===== src/rtl/sap2_pkg.sv =====
// Shared SAP-2 definitions: multi-byte opcode constants, fetch state encoding,
// and the raw 8080 length decode used by the fetch register and the sequencer.
package sap2_pkg;

  localparam logic [7:0] OP_MVI_A = 8'h3E;
  localparam logic [7:0] OP_MVI_B = 8'h06;
  localparam logic [7:0] OP_MVI_C = 8'h0E;
  localparam logic [7:0] OP_ANI   = 8'hE6;
  localparam logic [7:0] OP_XRI   = 8'hEE;
  localparam logic [7:0] OP_ORI   = 8'hF6;
  localparam logic [7:0] OP_IN    = 8'hDB;
  localparam logic [7:0] OP_OUT   = 8'hD3;

  localparam logic [7:0] OP_LDA   = 8'h3A;
  localparam logic [7:0] OP_STA   = 8'h32;
  localparam logic [7:0] OP_JMP   = 8'hC3;
  localparam logic [7:0] OP_JNZ   = 8'hC2;
  localparam logic [7:0] OP_JZ    = 8'hCA;
  localparam logic [7:0] OP_JM    = 8'hFA;
  localparam logic [7:0] OP_CALL  = 8'hCD;

  typedef enum logic [1:0] {
    EMPTY    = 2'd0,
    FETCH    = 2'd1,
    COMPLETE = 2'd2
  } fetch_state_e;

  // Unclamped instruction length in bytes (1..3) for an 8080-encoded opcode.
  function automatic int unsigned raw_instr_len(input logic [7:0] op);
    case (op)
      OP_MVI_A, OP_MVI_B, OP_MVI_C,
      OP_ANI, OP_XRI, OP_ORI,
      OP_IN, OP_OUT:                    return 2;
      OP_LDA, OP_STA,
      OP_JMP, OP_JNZ, OP_JZ, OP_JM,
      OP_CALL:                          return 3;
      default:                          return 1;
    endcase
  endfunction

endpackage


===== src/rtl/instr_length_decoder.sv =====
// Combinational opcode-to-length decode, clamped to MAX_BYTES.
// Only the low 8 bits of the opcode take part in the decode.
module instr_length_decoder
  import sap2_pkg::*;
#(
  parameter int DATA_W    = 8,
  parameter int MAX_BYTES = 3,
  parameter int LEN_W     = $clog2(MAX_BYTES + 1)
) (
  input  logic [DATA_W-1:0] i_opcode,
  output logic [LEN_W-1:0]  o_len
);

  logic [7:0]  w_op8;
  int unsigned w_raw_len;
  int unsigned w_clamped_len;

  assign w_op8 = 8'(i_opcode);

  always_comb begin
    w_raw_len     = raw_instr_len(w_op8);
    w_clamped_len = w_raw_len;
    if (w_raw_len > MAX_BYTES) begin
      w_clamped_len = MAX_BYTES;
    end
    o_len = LEN_W'(w_clamped_len);
  end

endmodule


===== src/rtl/instr_fetch_register.sv =====
// Multi-byte instruction register: captures an opcode from WBUS, gathers its
// operand bytes, and holds the complete instruction until the sequencer acks.
module instr_fetch_register
  import sap2_pkg::*;
#(
  parameter  int DATA_W     = 8,
  parameter  int MAX_BYTES  = 3,
  parameter  int LEN_W      = $clog2(MAX_BYTES + 1),
  localparam int OPND_SLOTS = (MAX_BYTES > 1) ? (MAX_BYTES - 1) : 1,
  localparam int OPND_W     = OPND_SLOTS * DATA_W
) (
  input  logic              CLK,
  input  logic              CLR,
  input  logic [DATA_W-1:0] WBUS,
  input  logic              nLi,
  input  logic              nACK,
  input  logic              nFLUSH,
  output logic [DATA_W-1:0] opcode,
  output logic [OPND_W-1:0] operand,
  output logic [LEN_W-1:0]  instr_len,
  output logic [LEN_W-1:0]  byte_cnt,
  output logic              ready,
  output logic              ovr
);

  fetch_state_e      r_state;
  fetch_state_e      w_state_nx;
  logic [DATA_W-1:0] r_opcode;
  logic [OPND_W-1:0] r_operand;
  logic [LEN_W-1:0]  r_instr_len;
  logic [LEN_W-1:0]  r_byte_cnt;
  logic              r_ready;
  logic              r_ovr;

  logic [LEN_W-1:0]  w_dec_len;
  logic              w_load_opcode;
  logic              w_load_operand;
  logic              w_release;
  logic              w_overrun;
  logic              w_last_operand;

  instr_length_decoder #(
    .DATA_W    (DATA_W),
    .MAX_BYTES (MAX_BYTES),
    .LEN_W     (LEN_W)
  ) u_len_dec (
    .i_opcode (WBUS),
    .o_len    (w_dec_len)
  );

  always_ff @(posedge CLK or posedge CLR) begin
    if (CLR) begin
      r_state <= EMPTY;
    end else begin
      r_state <= w_state_nx;
    end
  end

  // Acking in COMPLETE while a byte is offered starts the next instruction
  // on the same edge, so the new byte is always an opcode there.
  always_comb begin
    w_load_opcode  = 1'b0;
    w_load_operand = 1'b0;
    w_release      = 1'b0;
    w_overrun      = 1'b0;
    w_last_operand = ((r_byte_cnt + LEN_W'(1)) == r_instr_len);
    w_state_nx     = r_state;

    case (r_state)
      EMPTY: begin
        w_load_opcode = !nLi;
      end
      FETCH: begin
        w_load_operand = !nLi;
      end
      COMPLETE: begin
        w_load_opcode = !nLi && !nACK;
        w_release     = nLi && !nACK;
        w_overrun     = !nLi && nACK;
      end
      default: begin
        w_state_nx = EMPTY;
      end
    endcase

    if (w_load_opcode) begin
      w_state_nx = (w_dec_len == LEN_W'(1)) ? COMPLETE : FETCH;
    end else if (w_load_operand && w_last_operand) begin
      w_state_nx = COMPLETE;
    end else if (w_release) begin
      w_state_nx = EMPTY;
    end

    if (!nFLUSH) begin
      w_load_opcode  = 1'b0;
      w_load_operand = 1'b0;
      w_release      = 1'b0;
      w_overrun      = 1'b0;
      w_state_nx     = EMPTY;
    end
  end

  always_ff @(posedge CLK or posedge CLR) begin
    if (CLR) begin
      r_opcode    <= '0;
      r_operand   <= '0;
      r_instr_len <= '0;
      r_byte_cnt  <= '0;
      r_ready     <= 1'b0;
      r_ovr       <= 1'b0;
    end else if (!nFLUSH) begin
      // Flush drops the instruction but leaves opcode/operand visible.
      r_byte_cnt <= '0;
      r_ready    <= 1'b0;
      r_ovr      <= 1'b0;
    end else begin
      r_ready <= (w_state_nx == COMPLETE);
      if (w_load_opcode) begin
        r_opcode    <= WBUS;
        r_operand   <= '0;
        r_instr_len <= w_dec_len;
        r_byte_cnt  <= LEN_W'(1);
      end else if (w_load_operand) begin
        for (int s = 0; s < OPND_SLOTS; s++) begin
          if (LEN_W'(s + 1) == r_byte_cnt) begin
            r_operand[s*DATA_W +: DATA_W] <= WBUS;
          end
        end
        r_byte_cnt <= r_byte_cnt + LEN_W'(1);
      end else if (w_release) begin
        r_byte_cnt <= '0;
      end
      if (w_overrun) begin
        r_ovr <= 1'b1;
      end
    end
  end

  assign opcode    = r_opcode;
  assign operand   = r_operand;
  assign instr_len = r_instr_len;
  assign byte_cnt  = r_byte_cnt;
  assign ready     = r_ready;
  assign ovr       = r_ovr;

endmodule


===== config.mk =====
export PLATFORM = sky130hd
export DESIGN_NAME = instr_fetch_register
export DESIGN_NICKNAME = d
export VERILOG_FILES = /design/src/rtl/sap2_pkg.sv /design/src/rtl/instr_length_decoder.sv /design/src/rtl/instr_fetch_register.sv
export SDC_FILE = /design/constraint.sdc
export NUM_CORES = 1
export LEC_CHECK = 0
export ABC_AREA = 0
export BUFFER_PORTS_ARGS = -buffer_cell sky130_fd_sc_hd__buf_2
export CAP_MARGIN = 15
export CORE_MARGIN = 2
export CORE_UTILIZATION = 50
export CTS_BUF_LIST = sky130_fd_sc_hd__clkbuf_4
export DETAILED_ROUTE_END_ITERATION = 16
export PLACE_DENSITY = 0.77
export REMOVE_ABC_BUFFERS = 1
export SYNTH_ARGS = -nofsm -noshare
export SYNTH_HDL_FRONTEND = slang
export SYNTH_SLANG_ARGS = --single-unit

===== constraint.sdc =====
create_clock -name CLK -period 1.7 [get_ports CLK]
set_clock_uncertainty 0.1 [all_clocks]
set_input_delay 0.085 -clock CLK [delete_from_list [all_inputs] [get_ports CLK]]
set_output_delay 0.085 -clock CLK [all_outputs]
set_load 0.01 [all_outputs]

# After elaboration in Yosys (flattened, before gate mapping)
# Cells that the tools add are included.
# op_classes
n_mux,27
add_sub_neg,1
n_eq_ne,24
reduce_logical,16
magnitude_cmp,1
# ops
operator,n
$eq 8x8->1 const B,10
$mux 16,2
$eq 8x6->1 const B,3
$mux 2,11
$mux 8,2
$mux 1,10
$eq 8x3->1 const B,1
$eq 8x4->1 const B,1
$reduce_or 8->1,1
$reduce_or 7->1,1
$reduce_and 3->1,2
$reduce_bool 2->1,3
$eq 2x1->1 const B,2
$eq 2x2->1 const B,2
$logic_and 1x1->1,4
$ne 4x1->1 const B,1
$pmux 2 s2,1
$reduce_or 3->1,1
$add 2x1->2 const B,1
$eq 1x2->1 const A,1
$eq 2x2->1,1
$eq 2x2->1 const A,1
$gt 2x2->1 const B,1
$logic_not 1->1,2
other kinds (4),4
# totals
inputBits,13
elab_cells,77
regBits,32

# Depth between registers and ports, before layout
# depth
word_depth,11
ltp_mapped,6
depth_no_buf,6

# Modules after synthesis
# A second synthesis with hierarchy kept.
# hier_totals
cells_unflattened,141
area_unflattened_um2,1620.3
# modules_own_cells
module,cells_each,area_per_inst_um2,instances,seq_area_each_um2
instr_fetch_register,119,1458.9,1,800.8
instr_length_decoder,22,161.4,1,0.0

# Worst setup path after synthesis
# Ideal clock, no wire load.
# synth_timing
kind,flip-flop to flip-flop
from,reg r_byte_cnt[0] (netlist: byte_cnt[0])
to,reg r_state[0]
n_path_buf,0
stages_incl_launch_ff,7
slack_ns,0.066
t_required_ns,1.461
period_less_slack_ns,1.634
t_arrival_ns,1.395
cell_sequence,dfrtp_1 inv_1 ha_1 xnor2_1 nor3_1 a2bb2oi_1 o211ai_1
# synth_between
elab_chain_cells,6
# synth_rtl
element,line_no,text
from (decl),instr_fetch_register.sv:31,logic [LEN_W-1:0] r_byte_cnt;
from (signal assigned),instr_fetch_register.sv:129,r_byte_cnt <= r_byte_cnt + LEN_W'(1);
$add 2x1->2,instr_fetch_register.sv:66,w_last_operand = ((r_byte_cnt + LEN_W'(1)) == r_instr_len);
$eq 2x2->1,instr_fetch_register.sv:66,
$logic_and 1x1->1,instr_fetch_register.sv:88,end else if (w_load_operand && w_last_operand) begin
$mux 2,instr_fetch_register.sv:88,
$mux 2,instr_fetch_register.sv:86,if (w_load_opcode) begin
$mux 2,instr_fetch_register.sv:94,if (!nFLUSH) begin
net w_state_nx[0],instr_fetch_register.sv:27,fetch_state_e w_state_nx;
to (signal assigned),instr_fetch_register.sv:55,r_state <= w_state_nx;
to (decl),instr_fetch_register.sv:26,fetch_state_e r_state;
# The timed path passes the listed nets, and every way through them passes these cells.
# A chain may end at the register's enable or synchronous reset.

# Worst setup path after layout
# layout_timing
from,reg r_byte_cnt[1] (netlist: byte_cnt[1])
to,reg r_ready (netlist: ready)
# layout_between
elab_chain_cells,8
# layout_rtl
element,line_no,text
$add 2x1->2,instr_fetch_register.sv:66,
$eq 2x2->1,instr_fetch_register.sv:66,
$logic_and 1x1->1,instr_fetch_register.sv:88,
$mux 2,instr_fetch_register.sv:88,
$mux 2,instr_fetch_register.sv:86,
$mux 2,instr_fetch_register.sv:94,
$eq 2x2->1,instr_fetch_register.sv:117,r_ready <= (w_state_nx == COMPLETE);
$mux 1,instr_fetch_register.sv:111,end else if (!nFLUSH) begin
to (signal assigned),instr_fetch_register.sv:117,
to (decl),instr_fetch_register.sv:32,logic r_ready;
# No other way between the ends.

==> impl_metrics.env <==
export IMPL_status="finished, final reports clean"
export IMPL_peakVddDrop_mv=0.519
export IMPL_synthAdderAreaFrac_pct=1.64
export IMPL_vias_per_cell=5.75
export IMPL_finalSetupViolCount=0
export IMPL_finalInstanceArea_um2=1920
export IMPL_synth_cell_type_count=42
export IMPL_crit_arrival_ns=1.73
export IMPL_netlist_area_um2=1520
export IMPL_worstPathRequired_ns=1.81
export IMPL_cts_root_buffer_cell="clkbuf_4"
export IMPL_slowest_stage="dfrtp_1"
export IMPL_grt_first_pass_wirelength_um=5580
export IMPL_die_h_um=59.2
export IMPL_synth_area_leaders="dfrtp_1 (53%), a22o_1 (8.6%), mux2_2 (6.7%), a2111oi_4 (1.8%), xnor2_1 (1.7%)"
export IMPL_synth_mux_area_share_pct=6.66
export IMPL_vias=1195
export IMPL_slew_headroom_pct=73.6
export IMPL_final_common_cell="buf_2"
export IMPL_reg2reg_to="ready"
export IMPL_synth_top_family_by_area="compound AO/OA/AOI/OAI gates"
export IMPL_clock_latency_ns=0.32
export IMPL_postCtsSetupRepairBufs=0
export IMPL_cts_sink_count=32
export IMPL_setup_ws_ns=0.0784
export IMPL_avgSynthCellArea_um2=13.0
export IMPL_powerDensity_nw_per_um2=799
export IMPL_crit_type="flop to flop"
export IMPL_clockBufferDepth=2
export IMPL_start_kind="flop"
export IMPL_antenna_found_initial=0
export IMPL_cap_violations=0
export IMPL_clk_pin_slew_worst_paths_ns=0.10
export IMPL_place_congestion=0.839
export IMPL_grt_setup_unrepaired="false"
export IMPL_crit_start="byte_cnt[1]"
export IMPL_dp_hpwl_um=2420
export IMPL_fin_crit_ns=1.62
export IMPL_diodes=0
export IMPL_synth_xor_area_share_pct=1.73
export IMPL_rr_startpoint="byte_cnt[1]"
export IMPL_multi_input_area_um2=686
export IMPL_hold_path_endpoint="operand[8]"
export IMPL_synth_ff_type="dfrtp_1"
export IMPL_synth_compound_gate_area_share_pct=22.2
export IMPL_period_share_pct=95.4
export IMPL_reg2reg_slack_ns=0.08
export IMPL_fin_setup_tns_ns=0
export IMPL_cpPeakStageDelay_ns=0.43
export IMPL_drt_total_wl_um=3400
export IMPL_synth_edf_count=0
export IMPL_grt_util_all_layers_pct=21.9
export IMPL_nets=190
export IMPL_h_tree_depth=2
export IMPL_grt_max_degree=33
export IMPL_drtPass1Iterations=4
export IMPL_async_flop_share_pct=100
export IMPL_synth_seq_cells=32
export IMPL_drtIter0Drc=53
export IMPL_finalHoldViolCount=0
export IMPL_drive_gt1_share_pct=46.3
export IMPL_ant_nets=0
export IMPL_synth_top_cell_area_share_pct=52.6
export IMPL_ff_latch_area_um2=801
export IMPL_maxClockFrequency_ghz=0.617
export IMPL_power_w=0.00153
export IMPL_cts_tree="yes"
export IMPL_overflow=0
export IMPL_syn2layout_area_growth_pct=26.0
export IMPL_worst_pin_slew_ns=0.396
export IMPL_num_rows=20
export IMPL_num_fill_cells=251
export IMPL_cts_buffers=5
export IMPL_path_max_fanout=4
export IMPL_ys_seq_area_share_pct=52.6
export IMPL_core_um2=2980
export IMPL_synth_largest_area_cell="dfrtp_1"
export IMPL_path_cells="ha_1 -> xnor2_1 -> nor3_2 -> a22o_1 -> a32o_1"
export IMPL_timing_hold_ws_ns=0.0168
export IMPL_place_ws_ns=0.107
export IMPL_hold_class="primary input to flop"
export IMPL_start_util_pct=51.1
export IMPL_final_cell_mix="buf_2 (42), dfrtp_1 (32), a22o_1 (15)"
export IMPL_die_w_um=59.2
export IMPL_reg2reg_depth=5
export IMPL_placed_area_um2=1820
export IMPL_die_area_um2=3500
export IMPL_synth_simple_area_share_pct=12.1
export IMPL_yosysWarnings=0
export IMPL_drc=0
export IMPL_finalMaxSlewViolations=0
export IMPL_io_pins=43
export IMPL_p_leak_nw=0.952
export IMPL_min_from="WBUS[0]"
export IMPL_cp_end_kind="flop"
export IMPL_post_drt_wl_per_cell_um=16.3
export IMPL_grt_pass1_vias=1167
export IMPL_port_buffers=42
export IMPL_whs_path_depth=2
export IMPL_netlist_instances=117
## worst max-delay path by stage
stage | endpoint | slack [ns]
5_1_grt | ready | 0.004
3_5_place_dp | operand[4] | 0.11
4_1_cts | operand[9] | 0.02
6_report | ready | 0.08
2_1_floorplan | r_state[0] | 0.07
3_3_place_gp | operand[9] | 0.13
## cell usage after synthesis (all sizes together), types with 2 or more instances
cell type  instances
dfrtp             32
a22o              17
mux2               9
inv                4
nor2               4
a21oi              3
buf                3
nand2              3
nor2b              3
xnor2              3
a32o               2
and2               2
and3b              2
clkbuf             2
ha                 2
nand2b             2
nor3b              2
o211ai             2
o21ai              2
## layout make-up
class                           count  area share, %
Inverter                            4          0.783
Clock buffer                        6           2.35
Tap cell                           33           2.15
Clock inverter                      1          0.261
Multi-Input combinational cell     76           35.7
Sequential cell                    32           41.7
Timing Repair Buffer               56           17.0
## registers in the layout, summed over array words and instances, names as in the netlist
register   cells
ready          1
opcode         8
ovr            1
r_state        2
instr_len      2
byte_cnt       2
operand       16
## where the power goes
| group | total [W] | internal (W) | switching [W] |
|---|---|---|---|
| registers | 0.000839 | 0.000810 | 0.0000292 |
| clock network | 0.000407 | 0.000168 | 0.000239 |
| logic | 0.000286 | 0.000136 | 0.000150 |
## layer usage
metal	global-route usage (%)	vias to the layer above	share of wire, %
li1	-	563	-
met1	29.5	583	45
met2	33.0	40	48
met3	6.55	9	4.8
met4	8.77	0	2.0
met5	0	-	0
## cells by family (layout without fill, tap and decap cells)
kind of cell               after synthesis  count (layout)
buffers and inverters                    9              67
and+or+nand+nor                         26              26
xor gates and xnor gates                 3               3
AOI/OAI and AO/OA                       36              36
DFF                                     32              32
muxes                                    9               9
adders and majority gates                2               2
## stage by stage
step,instances,util [%]
floorplan,112,-
global placement,197,61.0
detailed placement,197,61.0
CTS,208,64.0
global route,208,64.4
finish,208,64.4
## timing repair
action	in CTS	in global routing
setup endpoints to repair	0	18
hold buffers	4	0
hold endpoints to repair	38	0
resized for setup	0	2
## critical path: cells and delay by family, from the launching register on
| family | cells | cell delay [ns] |
|---|---|---|
| AOI/OAI and AO/OA | 2 | 0.40 |
| xor gates and xnor gates | 1 | 0.18 |
| and+or+nand+nor | 1 | 0.07 |
| DFF | 1 | 0.43 |
| adders and majority gates | 1 | 0.32 |
(Power assumes the default switching activity.)
